$ cat src/rtl/rca_word_sequencer.sv
// Multi-cycle WIDTH-bit adder that streams one nibble per clock through a single
// shared 4-bit ripple-carry slice, with valid/ready handshakes on both sides.

module ripple_carry_adder (
    input  logic [3:0] x,
    input  logic [3:0] y,
    input  logic       ci,
    output logic [3:0] s,
    output logic       co
);
    always_comb begin
        logic cc;
        cc = ci;
        s  = '0;
        for (int i = 0; i < 4; i++) begin
            s[i] = x[i] ^ y[i] ^ cc;
            cc   = (x[i] & y[i]) | (cc & (x[i] ^ y[i]));
        end
        co = cc;
    end
endmodule

module rca_word_sequencer #(
    parameter int WIDTH = 16
) (
    input  logic             clk,
    input  logic             rst,
    input  logic             in_valid,
    output logic             in_ready,
    input  logic [WIDTH-1:0] a,
    input  logic [WIDTH-1:0] b,
    input  logic             cin,
    output logic             out_valid,
    input  logic             out_ready,
    output logic [WIDTH-1:0] sum,
    output logic             cout,
    output logic             busy
);
    localparam int NSLICE = WIDTH / 4;
    localparam int IDXW   = (NSLICE > 1) ? $clog2(NSLICE) : 1;
    localparam logic [IDXW-1:0] LAST = IDXW'(NSLICE - 1);

    typedef enum logic [1:0] {IDLE, RUN, DONE} state_t;

    state_t            state;
    logic [IDXW-1:0]   idx;
    logic              carry;
    logic [WIDTH-1:0]  op_a;
    logic [WIDTH-1:0]  op_b;
    logic [IDXW+1:0]   sh;
    logic [3:0]        slice_a;
    logic [3:0]        slice_b;
    logic [3:0]        slice_s;
    logic              slice_c;

    // Bit offset of the current nibble; shifting avoids out-of-range part-selects.
    assign sh      = {idx, 2'b00};
    assign slice_a = 4'(op_a >> sh);
    assign slice_b = 4'(op_b >> sh);

    ripple_carry_adder u_slice (
        .x  (slice_a),
        .y  (slice_b),
        .ci (carry),
        .s  (slice_s),
        .co (slice_c)
    );

    always_ff @(posedge clk or posedge rst) begin
        if (rst) begin
            state     <= IDLE;
            idx       <= '0;
            carry     <= 1'b0;
            op_a      <= '0;
            op_b      <= '0;
            sum       <= '0;
            cout      <= 1'b0;
            in_ready  <= 1'b1;
            out_valid <= 1'b0;
            busy      <= 1'b0;
        end else begin
            case (state)
                IDLE: begin
                    if (in_valid) begin
                        op_a     <= a;
                        op_b     <= b;
                        carry    <= cin;
                        sum      <= '0;
                        idx      <= '0;
                        state    <= RUN;
                        in_ready <= 1'b0;
                        busy     <= 1'b1;
                    end
                end
                RUN: begin
                    // sum was cleared on accept, so OR-ing in each nibble is a write.
                    sum   <= sum | (WIDTH'(slice_s) << sh);
                    carry <= slice_c;
                    idx   <= idx + 1'b1;
                    if (idx == LAST) begin
                        cout      <= slice_c;
                        state     <= DONE;
                        out_valid <= 1'b1;
                    end
                end
                DONE: begin
                    if (out_ready) begin
                        state     <= IDLE;
                        out_valid <= 1'b0;
                        busy      <= 1'b0;
                        in_ready  <= 1'b1;
                    end
                end
                default: begin
                    state     <= IDLE;
                    in_ready  <= 1'b1;
                    out_valid <= 1'b0;
                    busy      <= 1'b0;
                end
            endcase
        end
    end
endmodule

$ cat config.mk
export PLATFORM = sky130hd
export DESIGN_NAME = rca_word_sequencer
export DESIGN_NICKNAME = d
export VERILOG_FILES = /design/src/rtl/rca_word_sequencer.sv
export SDC_FILE = /design/constraint.sdc
export NUM_CORES = 1
export LEC_CHECK = 0
export CAP_MARGIN = 20
export CELL_PAD_IN_SITES_DETAIL_PLACEMENT = 1
export CELL_PAD_IN_SITES_GLOBAL_PLACEMENT = 1
export CORE_MARGIN = 8
export CORE_UTILIZATION = 40
export CTS_CLUSTER_DIAMETER = 30
export CTS_CLUSTER_SIZE = 12
export DETAILED_ROUTE_END_ITERATION = 6
export PLACE_DENSITY = 0.83
export SYNTH_ARGS = -nofsm -noshare
export SYNTH_HDL_FRONTEND = slang
export SYNTH_SLANG_ARGS = --single-unit
$ cat constraint.sdc
create_clock -name clk -period 3.55 [get_ports clk]
set_input_delay 0.8875 -clock clk [delete_from_list [all_inputs] [get_ports clk]]
set_output_delay 0.8875 -clock clk [all_outputs]
set_load 0.05 [all_outputs]
# [Word level (Yosys, flattened, before mapping)]
# Index checks and enable logic that the tools add are counted.
[op_classes] addsub=1 n_eq_ne=6 shifts=3 mux=18 bitwise_logic=23 n_reduce_logical=8
[ops] operator="$pmux W16 S2" count=1
[ops] operator="$shr A16 B4 Y4" count=2
[ops] operator="$mux W16" count=1
[ops] operator="$or A16 B16 Y16" count=1
[ops] operator="$shl A4 B4 Y16" count=1
[ops] operator="$pmux W1 S3" count=3
[ops] operator="$reduce_and A3 Y1" count=3
[ops] operator="$and A1 B1 Y1" count=8
[ops] operator="$mux W2" count=4
[ops] operator="$xor A1 B1 Y1" count=8
[ops] operator="$mux W1" count=6
[ops] operator="$ne A2 B2 Y1 const B" count=3
[ops] operator="$pmux W2 S3" count=1
[ops] operator="$reduce_and A2 Y1" count=3
[ops] operator="$eq A2 B2 Y1 const B" count=2
[ops] operator="$or A1 B1 Y1" count=4
[ops] operator="$pmux W2 S2" count=1
[ops] operator="$add A2 B1 Y2 const B" count=1
[ops] operator="$eq A2 B1 Y1 const B" count=1
[ops] operator="$logic_not A2 Y1" count=1
[ops] operator="$not A1 Y1" count=2
[ops] operator="$pmux W1 S2" count=1
[ops] operator="$reduce_bool A2 Y1" count=1
[word_totals] reg_bits=57 input_bits=37 output_inout_bits=20 wordCells=69

# [Logic depth before layout (Yosys ltp)]
# Gate-level depths: netlist of the first run.
[depth] ltp_word=12 ltp_mapped=8 depth_no_buf=7

# [Hierarchy]
# Synthesis of the first run repeated with hierarchy kept, for this count alone.
[unflattened] cells_unflattened=188 hier_area_um2=2521.2
[by_module_without_submodules] module="rca_word_sequencer" instances=1 cells_each=174 area_per_inst_um2=2403.6 seq_area_each_um2=1427.6
[by_module_without_submodules] module="ripple_carry_adder" instances=1 cells_each=14 area_per_inst_um2=117.6 seq_area_each_um2=0.0

# [Worst setup path after synthesis of the first run]
# OpenSTA, ideal clock, no wires.
[synth_timing] path_type="register to register" start="reg idx[0]" end="reg sum[11]" setup_ps=120 t_arrival_ps=2810 required_time_ps=3430 path_slack_ps=620 path_stages_with_launch=9 n_path_buf=1 synth_period_minus_slack_ps=2930 path_cell_list="dfrtp_1 buf_4 mux4_2 fa_1 fa_1 fa_1 fa_1 a21oi_1 nor2_1"
[synth_between] elab_chain_len=12 word_cells_on_any_way=19 classes_between="shift: 3; mux: 1; bitwise: 15"
[synth_lines] item="from (decl)" line="46" rtl="logic [IDXW-1:0] idx;"
[synth_lines] item="from (signal assigned)" line="99" rtl="idx <= idx + 1'b1;"
[synth_lines] item="$shr A16 B4 Y4, on equally long branches" line="58, 59"
[synth_lines] item="$xor A1 B1 Y1" line="17" rtl="cc = (x[i] & y[i]) | (cc & (x[i] ^ y[i]));"
[synth_lines] item="$and A1 B1 Y1" line="17"
[synth_lines] item="$or A1 B1 Y1" line="17"
[synth_lines] item="$and A1 B1 Y1" line="17"
[synth_lines] item="$or A1 B1 Y1" line="17"
[synth_lines] item="$and A1 B1 Y1" line="17"
[synth_lines] item="$or A1 B1 Y1" line="17"
[synth_lines] item="$xor A1 B1 Y1" line="16" rtl="s[i] = x[i] ^ y[i] ^ cc;"
[synth_lines] item="$shl A4 B4 Y16 *" line="97" rtl="sum <= sum | (WIDTH'(slice_s) << sh);"
[synth_lines] item="$or A16 B16 Y16 *" line="97"
[synth_lines] item="$pmux W16 S2 *" line="82" rtl="case (state)"
[synth_lines] item="to (signal assigned)" line="97"
[synth_lines] item="to (decl)" line="35" rtl="output logic [WIDTH-1:0] sum,"
# Every way passes the cells marked *; elsewhere a longest branch is shown, timed or not.
# A chain may end at the register's enable or synchronous reset.

# [Final worst setup path of the first run]
[layout_timing] start="reg idx[0]" end="reg sum[3]"
# The elaborated chain is that of the path after synthesis.

==> results.yml, run 1 <==
cts:
  cts_root_buf: "clkbuf_8"
  clock_tree.buffer_depth: 2
  postCtsResizedCells: 0
  cts_tree: "done"
  clkSinkCount: 57
  cts_post_setup_buffers_inserted: 0
  cts_hold_buf: 0
  cts_max_level: 3
  numCtsBuffers: 9
  clk_latency_ns: 0.34
  clkTransAtPathRegs_ns: 0.06
sta:
  clock_skew_ns: 0.00736
  max_slew_margin: 0.664
  setup_viol: 0
  hold_violations: 0
  min_period_ns: 3.23
  min_period_over_period: 0.910
  rsz0062_at_grt: "no"
  whs_ns: 0.501
  finalSetupTns_ns: 0
  worst_slew_pin_slew_ns: 0.502
  slew_viol_final: 0
  fmax_ghz: 0.310
finish:
  drive_above_1_share: 0.268
  multi_input_area_um2: 1010
  area_growth_pct: 32.9
  finalNetCount: 286
  regArea_um2: 1430
  final_cell_mix: "56 x dfrtp_1, 56 x clkdlybuf4s50_1, 30 x mux2_2"
  antenna_cells: 0
  fillers: 622
global_routing:
  first_global_vias: 1948
  overflow: 0
  antenna_found_initial: 0
  grt_pass1_wl_um: 10100
  groute.usage.overall: 0.151
  grt_max_degree: 25
yosys:
  syn_area_per_cell_um2: 13.9
  synth_area_leaders: "dfrtp_1 56%, mux2_2 13%, mux4_2 7.2%, a21oi_1 4.2%, nor2_1 3.3%"
  ys_seq_elements: 57
  syn_inst: 180
  postSynthNetCount: 222
  synth_cell_types: 26
  seq_area_frac_synth: 0.570
  yosys_warnings: 0
  netlist_area_um2: 2510
  yosys.area.top_type: "dfrtp_1"
  synth_top_area_share: 0.559
pwr:
  vdd_drop_max_mv: 0.466
  p_per_area_nw_per_um2: 1070
  leakage_nw: 1.41
worst_setup_path:
  cp-end-kind: "register"
  path_max_fanout: 9
  cp.arrival_ns: 3.43
  required_ns: 3.75
  start_kind: "register"
  crit_type: "register to register"
route:
  drc: 0
  detail-route-antenna-nets: 0
  viasPerCell: 5.21
  drt_iter0_drc: 63
  drt_first_pass_iters: 4
  vias: 1684
  routed_wl_um: 6120
  wl_per_cell_um: 18.9
placement:
  place_congestion: 0.741
  io_buffer_count: 56
  dpl.hpwl_um: 4540
die:
  rows: 29
  core_area_um2: 6200
  start_util: 0.404
  die_w_um: 95.2
  pin_count: 57
  die_area_um2: 9050
  fp.dieH_um: 95.2
outcome:
  status: "completed"
worst_hold_path:
  hold_path_class: "register to register"
flow_run:
  drv_cap: 0
==> worst max-delay path, cell delays in order (launching register included) <==
cell	delay (ns)
dfrtp_1	0.49
buf_4	0.26
mux4_2	0.34
fa_1	0.43
fa_1	0.40
fa_1	0.39
fa_1	0.52
a21oi_1	0.21
nor2_1	0.07
==> cell type report <==
class	instances	area share
multi-input combinational	111	0.303
clock buffer	13	0.0507
timing repair buffer	62	0.186
inverter	3	0.00338
tap	77	0.0289
sequential	57	0.429
==> state kept, by name, indices dropped and copies added (netlist names) <==
signal,flops
in_ready,1
state,2
op_b,16
carry,1
out_valid,1
busy,1
op_a,16
sum,16
idx,2
cout,1
==> where the power goes <==
part,internal (mW),switching (mW),total [mW]
sequential,0.963,0.236,1.20
clock,0.299,0.238,0.537
combinational,0.852,0.981,1.83
total,2.11,1.45,3.57
==> routing by layer <==
metal	routed length, µm	vias to the layer above	GRT usage	share of wire
met5	0	-	0	0
met2	2950	49	0.241	0.48
met4	184	0	0.0897	0.030
li1	-	764	-	-
met3	346	16	0.0457	0.057
met1	2640	855	0.176	0.43
==> through the flow <==
step	worst slack, ns	power (mW)	cell area [µm²]	cells	utilization
2_1_floorplan	0.620	2.49	2510	180	-
3_3_place_gp	0.477	2.96	3160	310	0.509
3_5_place_dp	0.391	3.05	3160	310	0.509
4_1_cts	0.320	3.61	3330	323	0.537
5_1_grt	0.184	3.80	3330	323	0.537
6_report	0.320	3.57	3330	323	0.537
==> path summary, 6_finish.rpt <==
path	slack (ns)	cells after the start	start	endpoint
hold / removal	0.50	2	in_ready$_DFFE_PP1P_	in_ready$_DFFE_PP1P_
min in group asynchronous	0.83	2	rst	sum[2]$_DFFE_PP0P_
setup reg to reg	0.32	8	idx[0]$_DFFE_PP0P_	sum[3]$_DFFE_PP0P_
hold reg to reg	0.50	2	in_ready$_DFFE_PP1P_	in_ready$_DFFE_PP1P_
setup / recovery	0.32	8	idx[0]$_DFFE_PP0P_	sum[3]$_DFFE_PP0P_
max in group asynchronous	2.10	3	rst	in_ready$_DFFE_PP1P_
==> cells in the mapped netlist <==
cell type and count:
mux4_2 8, o21ai_0 5, ha_1 1, nor2_2 1
dfstp_2 1, dfrtp_1 56, buf_2 1, buf_4 4
buf_6 2, nor4bb_1 1, a22oi_1 1, nand2_1 5
a21oi_1 21, nor4b_2 1, mux2_4 3, mux2_2 30
fa_1 4, nor2_1 22, nor2b_1 2, o2bb2ai_1 1
and4b_1 1, nand2b_1 1, nand2b_4 1, clkbuf_1 2
and4bb_2 2, inv_1 3
==> logic make-up after synthesis <==
group,count (synthesis),synth area share
multiplexers,41,0.225
flip-flops,57,0.570
AND/OR/NAND/NOR,37,0.0799
adder cells (fa/ha/maj),5,0.0369
AO/OA/AOI/OAI,28,0.0584
buffers and inverters,12,0.0305
(Power assumes the default switching activity.)
==> run 2: changes to the inputs <==
--- a/config.mk
+++ b/config.mk
@@ -13,6 +13,7 @@
 export CTS_CLUSTER_DIAMETER = 30
 export CTS_CLUSTER_SIZE = 12
 export DETAILED_ROUTE_END_ITERATION = 6
+export MAX_ROUTING_LAYER = met4
 export PLACE_DENSITY = 0.83
 export SYNTH_ARGS = -nofsm -noshare
 export SYNTH_HDL_FRONTEND = slang
==> results.yml, run 2 (synthesis results as in run 1) <==
route:
  viasPerCell: 5.23
  wl_per_cell_um: 19.0
  drt_iter0_drc: 71
  vias: 1688
  routed_wl_um: 6130
  drc: 0
  detail-route-antenna-nets: 0
  drt_first_pass_iters: 5
worst_setup_path:
  crit_type: "register to register"
  crit_top_cell: "fa_1"
  worst_path_max_delay_cell: "fa_1"
  cp-end-kind: "register"
  r2r_cells: 8
  crit_buf_inv: 1
  max_stage_delay_ns: 0.51
  cp.arrival_ns: 3.45
  start_kind: "register"
  required_ns: 3.75
  crit_family: "adder cells"
  crit_chain: "buf_4, mux4_2, fa_1, fa_1, fa_1, fa_1, a21oi_1, nor2_1"
  crit_cells: 8
  path_max_fanout: 9
placement:
  place_congestion: 0.750
  placed_area_um2: 3160
  io_buffer_count: 56
  dpl.hpwl_um: 4540
cts:
  clock_tree.buffer_depth: 2
  postCtsResizedCells: 0
  cts_max_level: 3
  numCtsBuffers: 9
  clkTransAtPathRegs_ns: 0.06
  cts_root_buf: "clkbuf_8"
  cts_hold_buf: 0
  cts_post_setup_buffers_inserted: 0
  clkSinkCount: 57
  cts_tree: "done"
  clk_latency_ns: 0.34
global_routing:
  antenna_found_initial: 0
  grt_pass1_wl_um: 10100
  groute.usage.overall: 0.155
  grt_max_degree: 25
  overflow: 0
  first_global_vias: 1944
sta:
  min_period_over_period: 0.915
  finalSetupTns_ns: 0
  max_slew_margin: 0.664
  min_period_ns: 3.25
  worst_slew_pin_slew_ns: 0.502
  hold_violations: 0
  rsz0062_at_grt: "no"
  setup_viol: 0
  clock_skew_ns: 0.00760
  slew_viol_final: 0
  fmax_ghz: 0.308
worst_hold_path:
  hold_path_class: "register to register"
  whs_path_depth: 2
die:
  fp.dieH_um: 95.2
  die_area_um2: 9050
  core_area_um2: 6200
  pin_count: 57
  start_util: 0.404
  rows: 29
  die_w_um: 95.2
finish:
  reg_top3: "op_a x16, op_b x16, sum x16"
  area_growth_pct: 32.9
  final_cell_mix: "56 x dfrtp_1, 56 x clkdlybuf4s50_1, 30 x mux2_2"
  fin_area_um2: 3330
  drive_above_1_share: 0.268
  finalNetCount: 286
  antenna_cells: 0
  fillers: 622
pwr:
  p_seq_frac: 0.336
  sw_frac_of_total: 0.408
  clkPwrFrac: 0.151
  power_frac_comb: 0.514
  leakage_nw: 1.41
  power_switching_mw: 1.46
  vdd_drop_max_mv: 0.464
  internal-power_mw: 2.11
  power_mw: 3.57
  p_per_area_nw_per_um2: 1070
outcome:
  status: "completed"
flow_run:
  drv_cap: 0
run 2: area by class of cell:
type,instances,area [µm²],share of cell area
clock buffers,13,169,0.0507
inverters,3,11.3,0.00338
multi-input cells,111,1010,0.303
flip-flops and latches,57,1430,0.429
well taps,77,96.3,0.0289
repair buffers,62,618,0.186
run 2: path summary, 6_finish.rpt:
kind	start	endpoint	slack, ns
max	idx[0]$_DFFE_PP0P_	sum[3]$_DFFE_PP0P_	0.30
max reg2reg	idx[0]$_DFFE_PP0P_	sum[3]$_DFFE_PP0P_	0.30
min in group asynchronous	rst	sum[2]$_DFFE_PP0P_	0.83
min reg2reg	in_ready$_DFFE_PP1P_	in_ready$_DFFE_PP1P_	0.50
max in group asynchronous	rst	op_b[0]$_DFFE_PP0P_	2.10
min	in_ready$_DFFE_PP1P_	in_ready$_DFFE_PP1P_	0.50
run 2: routing by layer:
metal  share of wire  GRT usage
met1            0.43      0.177
met2            0.49      0.245
met3           0.050     0.0409
met4           0.025     0.0832
met5               0          -
run 2: worst register-to-register path: cells and delay by family (launching register included):
family,cells,cell delay (ns)
fa+ha+maj,4,1.74
flops,1,0.50
mux,1,0.34
buf+inv,1,0.26
compound gates,1,0.21
simple gates,1,0.07
run 2: power by group through the flow:
stage,combinational [mW],clock [mW],sequential (mW)
after floorplan,1.09,0,1.39
after global placement,1.77,0,1.19
after detailed placement,1.84,0,1.21
after CTS,1.85,0.550,1.20
after global routing,1.98,0.577,1.24
final,1.83,0.537,1.20
run 2: metrics by stage:
| step | worst slack [ns] | hold WS [ns] | utilization | std cells |
|---|---|---|---|---|
| global route | 0.184 | 0.521 | 0.537 | 323 |
| CTS | 0.320 | 0.504 | 0.537 | 323 |
| global placement | 0.477 | 0.479 | 0.509 | 310 |
| floorplan | 0.620 | 0.475 | - | 180 |
| detailed placement | 0.391 | 0.496 | 0.509 | 310 |
| finish | 0.302 | 0.500 | 0.537 | 323 |
